`config.mk`:
```
export PLATFORM = sky130hd
export DESIGN_NAME = producto_a_bcd
export DESIGN_NICKNAME = d
export VERILOG_FILES = /design/src/rtl/producto_a_bcd.sv
export SDC_FILE = /design/constraint.sdc
export NUM_CORES = 1
export LEC_CHECK = 0
export BUFFER_PORTS_ARGS = -buffer_cell sky130_fd_sc_hd__buf_4
export CELL_PAD_IN_SITES_DETAIL_PLACEMENT = 0
export CELL_PAD_IN_SITES_GLOBAL_PLACEMENT = 1
export CORE_UTILIZATION = 30
export DETAILED_ROUTE_END_ITERATION = 6
export PLACE_DENSITY_LB_ADDON = 0.1
export SYNTH_ARGS = -nofsm -noshare
export SYNTH_HDL_FRONTEND = slang
export SYNTH_SLANG_ARGS = --single-unit
```
`constraint.sdc`:
```
create_clock -name Clock -period 2.38 [get_ports Clock]
set_input_delay 0.476 -clock Clock [delete_from_list [all_inputs] [get_ports Clock]]
set_output_delay 0.476 -clock Clock [all_outputs]
set_load 0.01 [all_outputs]
```
`src/rtl/producto_a_bcd.sv`:
```
// Sequential binary-to-BCD converter (shift-add-3), one input bit per clock.
// Define BCD_BLANK_EN to add the registered leading-zero Blank output.
module producto_a_bcd #(
  parameter int N_BITS   = 17,
  parameter int N_DIGITS = 6
) (
  input  logic                    Clock,
  input  logic                    Reset,
  input  logic                    Start,
  input  logic [N_BITS-1:0]       Binario,
  output logic                    Busy,
  output logic                    Ready,
  output logic [4*N_DIGITS-1:0]   BCD
`ifdef BCD_BLANK_EN
  ,
  output logic [N_DIGITS-1:0]     Blank
`endif
);

  localparam int BW = 4 * N_DIGITS;
  localparam int CW = (N_BITS > 1) ? $clog2(N_BITS) : 1;

  typedef enum logic [1:0] {IDLE, SHIFT, DONE} state_t;

  state_t            state_q, state_d;
  logic [N_BITS-1:0] shift_q, shift_d;
  logic [BW-1:0]     scr_q, scr_d;
  logic [BW-1:0]     scr_adj, scr_nxt;
  logic [CW-1:0]     cnt_q, cnt_d;
  logic [BW-1:0]     bcd_q, bcd_d;
  logic              busy_q, busy_d;
  logic              ready_q, ready_d;

  // Add-3 on every digit >= 5 before the shift, so each digit carries out at 10.
  for (genvar g = 0; g < N_DIGITS; g++) begin : g_adj
    assign scr_adj[4*g +: 4] = (scr_q[4*g +: 4] >= 4'd5) ? scr_q[4*g +: 4] + 4'd3
                                                         : scr_q[4*g +: 4];
  end

  assign scr_nxt = {scr_adj[BW-2:0], shift_q[N_BITS-1]};

  always_comb begin
    state_d = state_q;
    shift_d = shift_q;
    scr_d   = scr_q;
    cnt_d   = cnt_q;
    bcd_d   = bcd_q;
    busy_d  = busy_q;
    ready_d = ready_q;
    case (state_q)
      IDLE, DONE: begin
        if (Start) begin
          shift_d = Binario;
          scr_d   = '0;
          cnt_d   = CW'(N_BITS - 1);
          state_d = SHIFT;
          busy_d  = 1'b1;
          ready_d = 1'b0;
        end
      end
      SHIFT: begin
        scr_d   = scr_nxt;
        shift_d = {shift_q[N_BITS-2:0], 1'b0};
        if (cnt_q == '0) begin
          bcd_d   = scr_nxt;
          state_d = DONE;
          busy_d  = 1'b0;
          ready_d = 1'b1;
        end else begin
          cnt_d = cnt_q - CW'(1);
        end
      end
      default: state_d = IDLE;
    endcase
  end

  always_ff @(posedge Clock or posedge Reset) begin
    if (Reset) begin
      state_q <= IDLE;
      shift_q <= '0;
      scr_q   <= '0;
      cnt_q   <= '0;
      bcd_q   <= '0;
      busy_q  <= 1'b0;
      ready_q <= 1'b0;
    end else begin
      state_q <= state_d;
      shift_q <= shift_d;
      scr_q   <= scr_d;
      cnt_q   <= cnt_d;
      bcd_q   <= bcd_d;
      busy_q  <= busy_d;
      ready_q <= ready_d;
    end
  end

  assign Busy  = busy_q;
  assign Ready = ready_q;
  assign BCD   = bcd_q;

`ifdef BCD_BLANK_EN
  logic [N_DIGITS-1:0] blank_q, blank_nxt;
  logic                bcd_wr;

  // Digit i blanks only when it and all digits above it are zero; units never blank.
  assign blank_nxt[0] = 1'b0;
  for (genvar g = 1; g < N_DIGITS; g++) begin : g_blank
    assign blank_nxt[g] = ~|scr_nxt[BW-1:4*g];
  end

  assign bcd_wr = (state_q == SHIFT) && (cnt_q == '0);

  always_ff @(posedge Clock or posedge Reset) begin
    if (Reset)       blank_q <= {{(N_DIGITS-1){1'b1}}, 1'b0};
    else if (bcd_wr) blank_q <= blank_nxt;
  end

  assign Blank = blank_q;
`endif

endmodule

```
==> summary.txt <==
Status
  • Status: finished, final reports clean

Floorplanning
  • Rows: 38
  • Initial Util: 31.1%
  • Full die area: 11800 µm²
  • Die Wd: 109 µm
  • Die H: about 110 µm
  • Core area: 11000 µm²
  • Ports: 46

Drt
  • Final Routed Wirelength: 7270 µm
  • Drt drc: 0
  • WL/cell: around 14 µm
  • Vias: 2501
  • Initial DRC count: 61
  • Antenna-violating nets left: 0
  • Vias per cell: about 4.7
  • 1st-pass router iterations: 4

Critical path
  • Crit Path Class: flop to flop
  • Reg-to-Reg Start: cnt_q[0]$_DFFE_PP0P_
  • CP arrival: 2.07 ns
  • CP Capture Type: flop
  • R2R depth: 6
  • Crit path from: cnt_q[0]$_DFFE_PP0P_
  • Worst path required time: 2.59 ns
  • Critical Path Fanout Max: 44
  • Worst R2R End: BCD[6]$_DFFE_PP0P_
  • R2R setup slack: 0.52 ns
  • Startpoint types: flop

Yosys
  • Sequential area share after synthesis: between 50% and 60%
  • Ys Warns: 0
  • Synthesized net count: 374
  • Async SR Flop Fraction: 100%
  • Synth Register Bits: 74
  • Synth Instances: 341
  • Post-synth EDFFs: 0
  • Mapped Avg Cell Area: 10.0 µm²
  • Post-synth cell types: 27
  • Post-synthesis instance area: 3420 µm²
  • Prevailing post-synth register cell: dfrtp_1

Global routing
  • Total GRT Usage: between 10% and 20%
  • Vias in the first global route: 2536
  • Pin count of the biggest net entering global routing: 45
  • Initial antenna violation count: 0
  • GR Overflow Total: 0
  • Global-route wire length before repair: 12600 µm

Power
  • Power Dens Cells: approximately 1400 nW/µm²
  • Comb pwr share: approximately 42%
  • Switching Fraction: 37.8%
  • Int Power: 3.72 mW
  • Leakage: 1.99 nW
  • Reg power frac: between 30 and 40%
  • Clock share of power: 20.4%
  • Peak VDD IR: 0.000489 V
  • PnR Total Power: 5.98 mW
  • Psw: 2.26 mW

Clocking
  • Hold_buf cts: 0
  • H-tree Lvls: 3
  • CTS resizes: 0
  • CTS tree: yes
  • Worst-path clk slew: roughly 0.050 ns
  • Post-CTS Setup Bufs: 0
  • Bufs on Longest Clock Path: 2
  • Clk sinks: 74
  • Clock latency on the worst-skew pair: 0.33 ns
  • Num CTS Buffers: 9
  • Root buffer cell: clkbuf_16

Final layout
  • Area growth from synthesis to layout: 22.3%
  • Share of layout cells above drive strength 1: about a fifth
  • Antenna Diode Count: 0
  • Finished Cell Area: 4190 µm²
  • Post-layout util: 38.1%
  • Fin nets: 422
  • Post-Layout Cell Count: about 530

STA
  • Setup TNS Final: 0 ns
  • Fin Clk Skew: approximately 0.0053 ns
  • Period utilization: 78.3%
  • Final hold violation count: 0
  • RSZ-0062 raised after global routing: false
  • Slew margin rel.: 66.8%
  • Slew Viols, Final: 0
  • Final hold slack: 0.165 ns
  • Fin crit period: 1.86 ns
  • Endpoints failing setup: 0
  • Worst slew pin tran: 0.493 ns
  • Fmax: 537 MHz
  • Final worst slack: between 0.5 and 0.6 ns

Placed design
  • Final Wtd Congestion: ~0.73
  • Placed Cells: 518
  • DP Worst Slack: approximately 0.51 ns
  • IO buf count: 45
  • DP HPWL: approximately 4700 µm
  • Placed inst area: 3930 µm²

Worst hold path
  • HP Class: input pin to async pin

Flow run
  • Max Cap Viol: 0
## kinds of logic after synthesis
| family | Yosys count | share of synthesized area [%] |
|---|---|---|
| AOI/OAI and AO/OA | 86 | 14.9 |
| xor gates and xnor gates | 6 | 1.54 |
| adders and majority gates | 13 | 4.76 |
| buffers and inverters | 33 | 4.13 |
| muxes | 16 | 5.30 |
| DFF | 74 | 54.1 |
| and+or+nand+nor | 113 | 15.2 |
## power by group through the flow
stage / clock network, mW / registers [mW] / logic [mW]
5_1_grt: 1.32 / 2.32 / 2.95
3_3_place_gp: 0 / 2.25 / 2.56
6_report: 1.22 / 2.23 / 2.53
2_1_floorplan: 0 / 2.24 / 1.75
3_5_place_dp: 0 / 2.25 / 2.60
4_1_cts: 1.28 / 2.23 / 2.60
## registers in the layout, summed over array words and instances (netlist names)
name and flops:
BCD 24, Busy 1, Ready 1, cnt_q 5, scr_q 24, shift_q 17
state_q 2
## cell usage in the layout (no fill, tap or decap), types with 5 or more instances in the layout
master	n
nand2_1	66
ha_1	13
nor3_1	8
buf_4	54
o21ai_0	41
clkbuf_16	9
nand2b_1	10
nor3b_1	11
a22o_1	8
inv_1	15
dfrtp_1	74
a21oi_1	18
mux2i_1	8
mux2_2	5
xnor2_1	6
nand3_1	7
nor2_1	6
a22oi_1	14
## Yosys cell counts, drive strengths merged, types with 6 or more instances
library cell / n / area share (%)
a22o: 8 / 2.0
mux2i: 8 / 2.3
mux2: 8 / 3.0
nand3: 7 / 1.0
nand2: 66 / 7.2
a22oi: 14 / 3.1
nand2b: 10 / 1.8
inv: 16 / 1.8
o21ai: 41 / 6.0
clkbuf: 13 / 1.4
a21oi: 18 / 2.6
dfrtp: 74 / 54
nor3: 8 / 1.2
ha: 13 / 4.8
nor2: 7 / 0.77
nor3b: 11 / 2.4
xnor2: 6 / 1.5
## final cells by class
cell class | instances | area, µm²
fillers | 1119 | 6800
clock buffers | 13 | 260
repair buffers | 54 | 405
well taps | 140 | 175
multi-input cells | 234 | 1430
inverters | 16 | 60.1
flip-flops and latches | 74 | 1850
## critical path, stage by stage (launching register included)
cell and delay (ns):
dfrtp_1 0.40, inv_1 0.06, ha_1 0.15, nand2b_1 0.09
or4_1 0.40, buf_4 0.28, mux2_4 0.34
## per-layer routing
layer	part of all wire, %	vias to the layer above	track usage [%]
met5	0	-	0
met1	48	1183	18.8
met3	5.7	9	4.72
met4	1.3	0	4.92
li1	-	1262	-
met2	45	47	20.8
## how the worst max path moves through the flow
stage	to	slack, ns
after floorplan	BCD[0]$_DFFE_PP0P_	0.02
after CTS	BCD[6]$_DFFE_PP0P_	0.50
after global placement	BCD[6]$_DFFE_PP0P_	0.52
final	BCD[6]$_DFFE_PP0P_	0.52
after global routing	BCD[0]$_DFFE_PP0P_	0.37
after detailed placement	BCD[0]$_DFFE_PP0P_	0.51
Power figures use the tool's default switching activity.
